$ cat src/rtl/ram_write_ctrl.sv
// Push-button driven write controller for a 32x4 RAM.
// A debounced press captures the switch nibble and an address (manual or auto-incrementing
// pointer), issues one write-enable pulse, then waits for the button to be released.
module ram_write_ctrl #(
    parameter int unsigned DEBOUNCE_CYCLES = 1000000,
    parameter int unsigned CNT_W           = 20
) (
    input  logic       CLOCK_50,
    input  logic       rst,
    input  logic       btn_n,
    input  logic [3:0] sw_data,
    input  logic [4:0] sw_addr,
    input  logic       auto_mode,
    output logic [3:0] wr_data,
    output logic [4:0] wr_addr,
    output logic       wren,
    output logic       busy,
    output logic [5:0] wr_count,
    output logic       full
);

    localparam logic [CNT_W-1:0] CntMax   = CNT_W'(DEBOUNCE_CYCLES - 1);
    localparam logic [5:0]       CountMax = 6'd32;

    typedef enum logic [1:0] {
        StIdle,
        StCapture,
        StWrite,
        StHold
    } state_e;

    state_e           state_q;
    logic             sync1_q;
    logic             sync2_q;
    logic             btn_stable_q;
    logic             btn_stable_prev_q;
    logic [CNT_W-1:0] cnt_q;
    logic [4:0]       auto_ptr_q;
    // auto_mode as seen at capture; governs the pointer update of this write only
    logic             auto_q;
    logic             press;

    // Two-flop synchronizer; resets to the released level
    always_ff @(posedge CLOCK_50 or posedge rst) begin
        if (rst) begin
            sync1_q <= 1'b1;
            sync2_q <= 1'b1;
        end else begin
            sync1_q <= btn_n;
            sync2_q <= sync1_q;
        end
    end

    // Debouncer: accept a new level only after it has held for DEBOUNCE_CYCLES cycles
    always_ff @(posedge CLOCK_50 or posedge rst) begin
        if (rst) begin
            btn_stable_q      <= 1'b1;
            btn_stable_prev_q <= 1'b1;
            cnt_q             <= '0;
        end else begin
            btn_stable_prev_q <= btn_stable_q;
            if (sync2_q == btn_stable_q) begin
                cnt_q <= '0;
            end else if (cnt_q == CntMax) begin
                btn_stable_q <= sync2_q;
                cnt_q        <= '0;
            end else begin
                cnt_q <= cnt_q + 1'b1;
            end
        end
    end

    // Press = debounced level falling 1 -> 0
    assign press = btn_stable_prev_q & ~btn_stable_q;

    // Write FSM with registered outputs, pointer and write counter
    always_ff @(posedge CLOCK_50 or posedge rst) begin
        if (rst) begin
            state_q    <= StIdle;
            wren       <= 1'b0;
            busy       <= 1'b0;
            wr_data    <= '0;
            wr_addr    <= '0;
            auto_ptr_q <= '0;
            auto_q     <= 1'b0;
            wr_count   <= '0;
            full       <= 1'b0;
        end else begin
            case (state_q)
                StIdle: begin
                    if (press) begin
                        state_q <= StCapture;
                        busy    <= 1'b1;
                        wr_data <= sw_data;
                        wr_addr <= auto_mode ? auto_ptr_q : sw_addr;
                        auto_q  <= auto_mode;
                    end
                end
                StCapture: begin
                    state_q <= StWrite;
                    wren    <= 1'b1;
                end
                StWrite: begin
                    state_q <= StHold;
                    wren    <= 1'b0;
                    if (auto_q) begin
                        auto_ptr_q <= auto_ptr_q + 5'd1;
                    end
                    if (wr_count != CountMax) begin
                        wr_count <= wr_count + 6'd1;
                        full     <= (wr_count == CountMax - 6'd1);
                    end
                end
                StHold: begin
                    // Only a debounced release rearms the FSM
                    if (btn_stable_q) begin
                        state_q <= StIdle;
                        busy    <= 1'b0;
                    end
                end
                default: begin
                    state_q <= StIdle;
                    wren    <= 1'b0;
                    busy    <= 1'b0;
                end
            endcase
        end
    end

endmodule

$ cat config.mk
export PLATFORM = sky130hd
export DESIGN_NAME = ram_write_ctrl
export DESIGN_NICKNAME = d
export VERILOG_FILES = /design/src/rtl/ram_write_ctrl.sv
export SDC_FILE = /design/constraint.sdc
export NUM_CORES = 1
export LEC_CHECK = 0
export CAP_MARGIN = 10
export CORE_MARGIN = 2
export CORE_UTILIZATION = 30
export DETAILED_ROUTE_END_ITERATION = 8
export PLACE_DENSITY_LB_ADDON = 0.08
export SYNTH_ARGS = -nofsm -noshare
export SYNTH_HDL_FRONTEND = slang
export SYNTH_SLANG_ARGS = --single-unit
$ cat constraint.sdc
create_clock -name CLOCK_50 -period 2.7 [get_ports CLOCK_50]
set_clock_uncertainty 0.2 [all_clocks]
set_input_delay 0.27 -clock CLOCK_50 [delete_from_list [all_inputs] [get_ports CLOCK_50]]
set_output_delay 0.27 -clock CLOCK_50 [all_outputs]
set_load 0.05 [all_outputs]
# Yosys cells after proc, flatten, opt, wreduce, memory -nomap -nowiden
# Cells that the tools add are included.
# Widths: inputs -> output; s select.
# word_totals
reg_bits	50
in_bits	13
out_inout_bits	18
word_cells	48
# classes
addsub	3
eq_ne	9
mux	10
n_bitwise	3
reduce_logical	9
# op_table
operator	n
$mux 20	2
$add 20x1->20 const B	1
$eq 20x20->1 const B	1
$reduce_and 2->1	5
$pmux 2 s4	1
$add 6x1->6 const B	1
$eq 6x5->1 const B	1
$ne 6x6->1 const B	1
$add 5x1->5 const B	1
$mux 5	1
$eq 2x2->1 const B	2
$mux 2	2
$ne 2x2->1 const B	2
$pmux 1 s2	2
$reduce_bool 2->1	2
$reduce_and 3->1	1
$eq 2x1->1 const B	1
$logic_not 2->1	1
$mux 1	2
$not 1->1	2
$and 1x1->1	1
$eq 1x1->1	1

# Depth between registers and ports, before layout
# Gate-level depths: netlist of run 1.
# depth
depth_word	4
mapped_depth	6
mapped_depth_nobuf	6

# Worst setup path before layout of run 1
# No wires, ideal clock.
# synth_timing
path_type	register to register
from	register cnt_q[0]
to	register cnt_q[18]
setup_ns	0.078
arrival_ns	1.897
t_required_ns	2.422
setup_slack_ns	0.525
path_stages_with_launch	7
n_path_buf	1
synth_period_minus_slack_ns	2.175
path_cell_list	dfrtp_1 -> ha_1 -> nand2_1 -> or4_1 -> clkbuf_2 -> or4_1 -> a21oi_1
# synth_between
elab_chain_len	3
elab_cells_between_ends	4
classes_between	add/sub (1); eq/ne (1); mux (2)
# synth_rtl
item	line	source
from (decl)	37	logic [CNT_W-1:0] cnt_q;
from (signal assigned)	68	cnt_q <= cnt_q + 1'b1;
$add 20x1->20 or $eq 20x20->1 (tied branches)	68, 64	
$mux 20 (*)	64	end else if (cnt_q == CntMax) begin
$mux 20 (*)	62	if (sync2_q == btn_stable_q) begin
# Every way passes the cells marked *; elsewhere a longest branch is shown, timed or not.
# A chain may end at the register's enable or synchronous reset.

# Worst setup path after layout of run 1
# Same ends and word-level chain as after synthesis.

==> results of run 1 <==
-- cell families after synthesis --
logic type | Yosys count
fa+ha+maj | 8
flops | 50
simple gates | 77
buf+inv | 17
mux | 12
xor+xnor | 21
compound gates | 29
-- layout by cell type (no fill, tap or decap), drive strengths merged, types with 5 or more instances in the layout --
cell type      synthesis  final
dfrtp                 46     46
clkdlybuf4s50          0     30
nand2                 18     18
nor2                  17     17
o21ai                 16     16
xnor2                 14     14
inv                   11     11
a21oi                 10     10
nand3                  9      9
ha                     8      8
mux2                   7      7
xor2                   7      7
mux2i                  5      5
nor3                   5      5
clkbuf                 5      5
nand4                  5      5
-- final cells by class --
class	instances	area share (%)
well taps	99	4.39
clock buffers	5	2.44
flip-flops and latches	50	44.5
inverters	11	1.46
repair buffers	32	11.6
multi-input cells	147	34.8
clock inverters	3	0.754
-- stage by stage --
stage | hold WS (ns) | util, % | power [mW]
3_5_place_dp | 0.149 | 37.2 | 0.858
3_3_place_gp | 0.150 | 37.2 | 0.858
5_1_grt | 0.128 | 38.5 | 1.35
4_1_cts | 0.106 | 38.5 | 1.31
2_1_floorplan | 0.0745 | - | 0.819
6_report | 0.0912 | 38.5 | 1.28
-- sequential cells by signal, indices dropped and copies added (netlist names) --
register and count:
cnt_q 20, wr_count 6, auto_ptr_q 5, wr_addr 5, wr_data 4, state_q 2
auto_q 1, btn_stable_prev_q 1, btn_stable_q 1, busy 1, full 1, sync1_q 1
sync2_q 1, wren 1
-- critical path, stage by stage, from the launching register on --
cell	delay [ns]
dfrtp_1	0.40
ha_1	0.25
nand2_1	0.12
or4_1	0.65
or4_1	0.50
a21oi_1	0.15
-- layer usage --
metal	global-route usage [%]	wire [um]	up-vias
li1	-	-	800
met1	15.7	2220	801
met2	17.7	1930	26
met3	3.32	174	6
met4	4.55	70	0
met5	0	0	-
-- worst max-delay path by stage --
stage	endpoint	start	slack, ns
finish	cnt_q[18]$_DFF_PP0_	cnt_q[0]$_DFF_PP0_	0.36
global route	cnt_q[18]$_DFF_PP0_	cnt_q[0]$_DFF_PP0_	0.19
CTS	cnt_q[18]$_DFF_PP0_	cnt_q[0]$_DFF_PP0_	0.36
detailed placement	cnt_q[18]$_DFF_PP0_	cnt_q[0]$_DFF_PP0_	0.37
global placement	cnt_q[18]$_DFF_PP0_	cnt_q[0]$_DFF_PP0_	0.43
floorplan	cnt_q[18]$_DFF_PP0_	cnt_q[0]$_DFF_PP0_	0.52
-- power groups by stage --
stage / Sequential, mW / Clock, mW / Combinational (mW)
floorplan: 0.789 / 0 / 0.0301
global placement: 0.779 / 0 / 0.0789
detailed placement: 0.779 / 0 / 0.0780
CTS: 0.765 / 0.466 / 0.0784
global route: 0.767 / 0.499 / 0.0838
finish: 0.765 / 0.444 / 0.0755
==> results.sh, run 1 <==
export IMPL_synth_top_family_by_area="simple AND/OR/NAND/NOR gates"
export IMPL_outcome="finished, final reports clean"
export IMPL_setup_violations=0
export IMPL_nets=268
export IMPL_synth_compound_area_share_pct=6.59
export IMPL_cp_required_ns=2.73
export IMPL_fp_dieH_um=91.5
export IMPL_clockBufferDepth=2
export IMPL_hold_buffers=0
export IMPL_drt_first_pass_iters=4
export IMPL_pre_cts_slack_ns=0.372
export IMPL_hold_violations=0
export IMPL_maxCapViolCount=0
export IMPL_start_util_pct=31.3
export IMPL_viasPerCell=4.71
export IMPL_insertion_delay_ns=0.31
export IMPL_die_w_um=91.5
export IMPL_power_density_nw_per_um2=455
export IMPL_cts_buffers=5
export IMPL_wl_per_cell_um=12.7
export IMPL_cts_num_sinks=50
export IMPL_num_vias=1633
export IMPL_reg2reg_from="cnt_q[0]$_DFF_PP0_"
export IMPL_worstPathArrival_ns=2.37
export IMPL_antenna_found_initial=0
export IMPL_multi_input_area_um2=981
export IMPL_dp_cells=339
export IMPL_yosysSeqAreaShare_pct=54.7
export IMPL_globalplace_congestion=0.713
export IMPL_setup_tns_ns=0
export IMPL_period_share_pct=86.6
export IMPL_diodes=0
export IMPL_synth_top_area_share_pct=50.1
export IMPL_cts_root_buf="clkbuf_8"
export IMPL_die_area_um2=8370
export IMPL_ctsResizeCount=0
export IMPL_syn2layout_area_growth_pct=22.8
export IMPL_p_leak_nw=1.18
export IMPL_synthMuxAreaShare_pct=5.61
export IMPL_switching_share_pct=24.1
export IMPL_cts_htree_levels=2
export IMPL_yosysTopAreaCell="dfrtp_1"
export IMPL_max_freq_mhz=428
export IMPL_ys_ff_latch=50
export IMPL_remaining_drc_errors=0
export IMPL_power_switching_mw=0.309
export IMPL_crit_fanout=7
export IMPL_yosysUniqueCellTypes=36
export IMPL_slew_headroom_pct=56.6
export IMPL_setup_ws_ns=0.362
export IMPL_ioPinCount=31
export IMPL_syn_area_um2=2300
export IMPL_grt_max_degree=30
export IMPL_power_frac_seq_pct=59.6
export IMPL_grt_first_pass_wirelength_um=7820
export IMPL_synth_adder_area_share_pct=4.36
export IMPL_core_um2=7330
export IMPL_timing_rr_end="cnt_q[18]$_DFF_PP0_"
export IMPL_cp_start_kind="flop"
export IMPL_postCtsSetupRepairBufs=0
export IMPL_avgSynthCellArea_um2=10.7
export IMPL_tightest_slew_ns=0.649
export IMPL_peakVddDrop_mv=0.158
export IMPL_stdcell_count=347
export IMPL_p_comb_share_pct=5.9
export IMPL_yosysWarnings=0
export IMPL_synth_simple_area_share_pct=17.9
export IMPL_totalWireLength_um=4400
export IMPL_dp_hpwl_um=3110
export IMPL_async_flop_share_pct=100
export IMPL_rsz0062_at_grt="no"
export IMPL_crit_type="reg2reg"
export IMPL_drtIter0Drc=45
export IMPL_row_count=31
export IMPL_period_minus_slack_ns=2.34
export IMPL_final_area_um2=2820
export IMPL_synth_most_common_cell="dfrtp_1"
export IMPL_synthTopCellsByArea="dfrtp_1, xnor2_1, dfstp_2"
export IMPL_reg2reg_depth=5
export IMPL_post_dp_cell_area_um2=2730
export IMPL_antenna_left=0
export IMPL_end_kind="flop"
export IMPL_synth_nets=235
export IMPL_hold_class="in2async"
export IMPL_synth_commonest_cells="dfrtp_1, nand2_1, nor2_1"
export IMPL_synthCells=214
export IMPL_report_final_slew_viol_count=0
export IMPL_reg2reg_slack_ns=0.36
export IMPL_regArea_um2=1260
export IMPL_intPower_mw=0.975
export IMPL_nFillCells=727
export IMPL_cts_tree="yes"
export IMPL_clockPowerShare_pct=34.5
export IMPL_grt_pass1_vias=1655
export IMPL_synth_edf_count=0
export IMPL_clk_pin_slew_worst_paths_ns=0.10
export IMPL_synthFlopType="dfrtp_1"
export IMPL_grt_usage_pct=11.7
export IMPL_grt_overflow_total=0
export IMPL_synthXorXnorAreaFrac_pct=8.01
export IMPL_layout_drive_gt1_share_pct=11.3
export IMPL_io_buffers=30
(Power assumes the default switching activity.)
==> run 2: changes to the inputs <==
- REMOVE_ABC_BUFFERS: unset -> 1
==> run 2 against run 1 <==
Global-route usage is 0.063 points higher; sequential power about the same; clock power rose by 18%; maximum frequency rose by 1.0%; register-to-register slack better by 0.02 ns; setup slack gained 0.023 ns; combinational power is 0.9% higher; final area increased by 1.1%; clock-buffer cell count up 1.
==> results.sh, run 2 (same netlist as run 1, synthesis figures left out) <==
export IMPL_outcome="finished, final reports clean"
export IMPL_stdcell_count=350
export IMPL_wl_per_cell_um=13.0
export IMPL_syn2layout_area_growth_pct=24.1
export IMPL_row_count=31
export IMPL_drt_first_pass_iters=4
export IMPL_dp_hpwl_um=3310
export IMPL_layout_drive_gt1_share_pct=12.0
export IMPL_end_kind="flop"
export IMPL_postCtsSetupRepairBufs=0
export IMPL_grt_pass1_vias=1602
export IMPL_peakVddDrop_mv=0.211
export IMPL_totalWireLength_um=4540
export IMPL_diodes=0
export IMPL_tightest_slew_ns=0.517
export IMPL_fp_dieH_um=91.5
export IMPL_cts_tree="yes"
export IMPL_remaining_drc_errors=0
export IMPL_nFillCells=717
export IMPL_max_freq_mhz=432
export IMPL_mostFrequentLayoutCells="dfrtp_1, clkdlybuf4s50_1, nand2_1"
export IMPL_hold_violations=0
export IMPL_num_vias=1603
export IMPL_start_util_pct=31.3
export IMPL_cts_htree_levels=2
export IMPL_viasPerCell=4.58
export IMPL_period_share_pct=85.7
export IMPL_crit_type="reg2reg"
export IMPL_crit_fanout=7
export IMPL_report_final_slew_viol_count=0
export IMPL_largest_register_ffs=20
export IMPL_rsz0062_at_grt="no"
export IMPL_power_density_nw_per_um2=480
export IMPL_layout_commonest_cell="dfrtp_1"
export IMPL_hold_buffers=0
export IMPL_final_util_pct=38.9
export IMPL_antenna_found_initial=0
export IMPL_dp_cells=342
export IMPL_clk_pin_slew_worst_paths_ns=0.09
export IMPL_cp_required_ns=2.74
export IMPL_met3_length_um=154
export IMPL_period_minus_slack_ns=2.32
export IMPL_die_w_um=91.5
export IMPL_cts_root_buf="clkbuf_8"
export IMPL_grt_first_pass_wirelength_um=7680
export IMPL_grt_max_degree=23
export IMPL_ctsResizeCount=0
export IMPL_largest_register="cnt_q"
export IMPL_grt_overflow_total=0
export IMPL_maxCapViolCount=0
export IMPL_core_um2=7330
export IMPL_clockBufferDepth=2
export IMPL_globalplace_congestion=0.761
export IMPL_top_layer_used="met4"
export IMPL_cts_buffers=5
export IMPL_antenna_left=0
export IMPL_met1_length_um=2270
export IMPL_insertion_delay_ns=0.30
export IMPL_wl_met2_um=2030
export IMPL_nets=271
export IMPL_setup_tns_ns=0
export IMPL_p_leak_nw=1.20
export IMPL_hold_class="in2async"
export IMPL_top_regs="cnt_q x20, wr_count x6"
export IMPL_slew_headroom_pct=65.2
export IMPL_cp_start_kind="flop"
export IMPL_ioPinCount=31
export IMPL_setup_violations=0
export IMPL_grt_usage_pct=11.7
export IMPL_io_buffers=30
export IMPL_die_area_um2=8370
export IMPL_drtIter0Drc=76
export IMPL_worstPathArrival_ns=2.35
export IMPL_cts_num_sinks=50
## run 2: worst max-delay path, cell delays in order, from the launching register on
cell and delay (ns):
dfrtp_1 0.39, ha_1 0.24, nand2_1 0.10, or4_1 0.65, or4_1 0.51, a21oi_1 0.15
## run 2: where the power goes
part / total [mW] / internal [mW] / switching (mW) / leakage, nW
logic: 0.0762 / 0.0338 / 0.0425 / 0.506
registers: 0.765 / 0.758 / 0.00625 / 0.644
clock network: 0.526 / 0.277 / 0.250 / 0.0514
## run 2: path summary, 6_finish.rpt
check                                    from                   to  slack, ns  cells past startpoint
hold / removal                            rst   cnt_q[4]$_DFF_PP0_       0.08                      2
setup reg to reg           cnt_q[0]$_DFF_PP0_  cnt_q[18]$_DFF_PP0_       0.38                      5
setup / recovery           cnt_q[0]$_DFF_PP0_  cnt_q[18]$_DFF_PP0_       0.38                      5
hold reg to reg             sync1_q$_DFF_PP1_    sync2_q$_DFF_PP1_       0.17                      0
min in group CLOCK_50                   btn_n    sync1_q$_DFF_PP1_       0.16                      1
max in group asynchronous                 rst    sync2_q$_DFF_PP1_       1.56                      3
## run 2: per-stage QoR
stage,total power [mW],setup WS [ns],hold WS (ns),instance area [um^2]
after floorplan,0.817,0.295,0.0745,2270
after detailed placement,0.859,0.389,0.153,2740
after CTS,1.39,0.364,0.105,2850
after global routing,1.44,0.274,0.135,2850
after global placement,0.858,0.438,0.156,2740
final,1.37,0.385,0.0840,2850
## run 2: layer usage
metal / track usage, % / up-vias
met3: 2.82 / 9
met5: 0 / -
met4: 6.19 / 0
met2: 17.4 / 22
met1: 15.7 / 758
li1: - / 814
## run 2: cell type report
| class | count | area (um^2) | share of cell area, % |
|---|---|---|---|
| Clock inverter | 2 | 37.5 | 1.32 |
| Inverter | 11 | 41.3 | 1.45 |
| Clock buffer | 6 | 72.6 | 2.55 |
| Tap cell | 99 | 124 | 4.35 |
| Sequential cell | 50 | 1260 | 44.1 |
| Multi-Input combinational cell | 147 | 981 | 34.4 |
| Timing Repair Buffer | 35 | 338 | 11.9 |
==> run 3: changes to the inputs <==
- CORE_UTILIZATION: 30 -> 54
- REMOVE_ABC_BUFFERS: 1 -> unset
==> run 3 against run 2 <==
Clock-buffer cell count stayed put; register-to-register slack barely moved; worst hold slack improved by 0.013 ns; non-clock buffer count did not move; critical endpoint unchanged; largest power group unchanged; highest routed layer unchanged.
==> results.sh, run 3 (same netlist as run 1, synthesis figures left out) <==
export IMPL_p_leak_nw=1.20
export IMPL_outcome="finished, final reports clean"
export IMPL_grt_overflow_total=0
export IMPL_crit_fanout=7
export IMPL_cp_slowest_stage_delay_ns=0.65
export IMPL_mostFrequentLayoutCells="dfrtp_1, clkdlybuf4s50_1, nand2_1"
export IMPL_maxCapViolCount=0
export IMPL_grt_max_degree=24
export IMPL_nFillCells=323
export IMPL_hold_buffers=0
export IMPL_drt_first_pass_iters=4
export IMPL_remaining_drc_errors=0
export IMPL_rsz0062_at_grt="no"
export IMPL_diodes=0
export IMPL_insertion_delay_ns=0.31
export IMPL_die_area_um2=4790
export IMPL_max_freq_mhz=431
export IMPL_period_minus_slack_ns=2.32
export IMPL_post_dp_cell_area_um2=2680
export IMPL_largest_register_ffs=20
export IMPL_cts_buffers=5
export IMPL_nets=271
export IMPL_antenna_found_initial=0
export IMPL_clk_pin_slew_worst_paths_ns=0.09
export IMPL_drtIter0Drc=79
export IMPL_viasPerCell=5.37
export IMPL_fp_dieH_um=69.2
export IMPL_antenna_left=0
export IMPL_cts_num_sinks=50
export IMPL_postCtsSetupRepairBufs=0
export IMPL_total_power_mw=1.36
export IMPL_crit_slowest_cell="or4_1"
export IMPL_crit_type="reg2reg"
export IMPL_cp_buffers_inverters=0
export IMPL_wl_met2_um=2070
export IMPL_wl_per_cell_um=14.0
export IMPL_globalplace_congestion=0.775
export IMPL_met1_length_um=1960
export IMPL_stdcell_count=301
export IMPL_met3_length_um=121
export IMPL_hold_violations=0
export IMPL_worstPathCellList="ha_1, nand2_1, or4_1, or4_1, a21oi_1"
export IMPL_grt_usage_pct=19.5
export IMPL_final_area_um2=2790
export IMPL_ctsResizeCount=0
export IMPL_start_util_pct=56.6
export IMPL_top_regs="cnt_q x20, wr_count x6"
export IMPL_syn2layout_area_growth_pct=21.4
export IMPL_cp_start_kind="flop"
export IMPL_end_kind="flop"
export IMPL_die_w_um=69.2
export IMPL_setup_tns_ns=0
export IMPL_dp_cells=293
export IMPL_hold_class="in2async"
export IMPL_cts_root_buf="clkbuf_8"
export IMPL_worstPathArrival_ns=2.35
export IMPL_grt_first_pass_wirelength_um=7470
export IMPL_slew_headroom_pct=58.9
export IMPL_clockBufferDepth=2
export IMPL_top_layer_used="met4"
export IMPL_cp_required_ns=2.73
export IMPL_totalWireLength_um=4200
export IMPL_tightest_slew_ns=0.615
export IMPL_peakVddDrop_mv=0.368
export IMPL_period_share_pct=85.9
export IMPL_layout_drive_gt1_share_pct=12.0
export IMPL_power_density_nw_per_um2=488
export IMPL_largest_register="cnt_q"
export IMPL_io_buffers=30
export IMPL_report_final_slew_viol_count=0
export IMPL_setup_violations=0
export IMPL_grt_pass1_vias=1600
export IMPL_dp_hpwl_um=3060
export IMPL_crit_family="simple AND/OR/NAND/NOR gates"
export IMPL_cts_tree="yes"
export IMPL_row_count=23
export IMPL_num_vias=1617
export IMPL_layout_commonest_cell="dfrtp_1"
export IMPL_cts_htree_levels=2
export IMPL_core_um2=4060
export IMPL_cp_common_cell="or4_1"
export IMPL_ioPinCount=31
-- run 3: layout make-up --
type / instances / area, um^2 / share of cell area, %
tap: 50 / 62.6 / 2.24
clock buffer: 6 / 72.6 / 2.60
clock inverter: 2 / 37.5 / 1.35
multi-input combinational: 147 / 981 / 35.2
sequential: 50 / 1260 / 45.0
timing repair buffer: 35 / 338 / 12.1
inverter: 11 / 41.3 / 1.48
-- run 3: final timing paths --
check | startpoint | cells past startpoint | to | slack, ns
max | cnt_q[0]$_DFF_PP0_ | 5 | cnt_q[18]$_DFF_PP0_ | 0.38
min | rst | 2 | wr_addr[4]$_DFFE_PP0P_ | 0.1
max reg2reg | cnt_q[0]$_DFF_PP0_ | 5 | cnt_q[18]$_DFF_PP0_ | 0.38
min reg2reg | sync1_q$_DFF_PP1_ | 0 | sync2_q$_DFF_PP1_ | 0.16
max in group asynchronous | rst | 3 | sync1_q$_DFF_PP1_ | 1.53
min in group CLOCK_50 | btn_n | 1 | sync1_q$_DFF_PP1_ | 0.16
-- run 3: stage by stage --
stage	utilization (%)	hold WS, ns	setup slack [ns]
global route	68.7	0.156	0.246
CTS	68.7	0.105	0.377
finish	68.7	0.0974	0.382
detailed placement	66.0	0.152	0.407
floorplan	-	0.0745	0.525
global placement	66.0	0.151	0.466
-- run 3: worst register-to-register path, delay by kind of cell (launching register included) --
family | cells | cell delay (ns)
fa+ha+maj | 1 | 0.24
flops | 1 | 0.40
compound gates | 1 | 0.15
simple gates | 3 | 1.25
-- run 3: per-layer routing --
layer  vias up  global-route usage (%)
met5         -                       0
met4         0                    6.75
met3         7                    5.23
met2        18                    32.1
met1       784                    24.9
li1        808                       -
-- run 3: power by group --
group	total (mW)	internal [mW]	switching, mW
Clock	0.520	0.276	0.243
Sequential	0.765	0.758	0.00608
Combinational	0.0768	0.0346	0.0421
Total	1.36	1.07	0.291
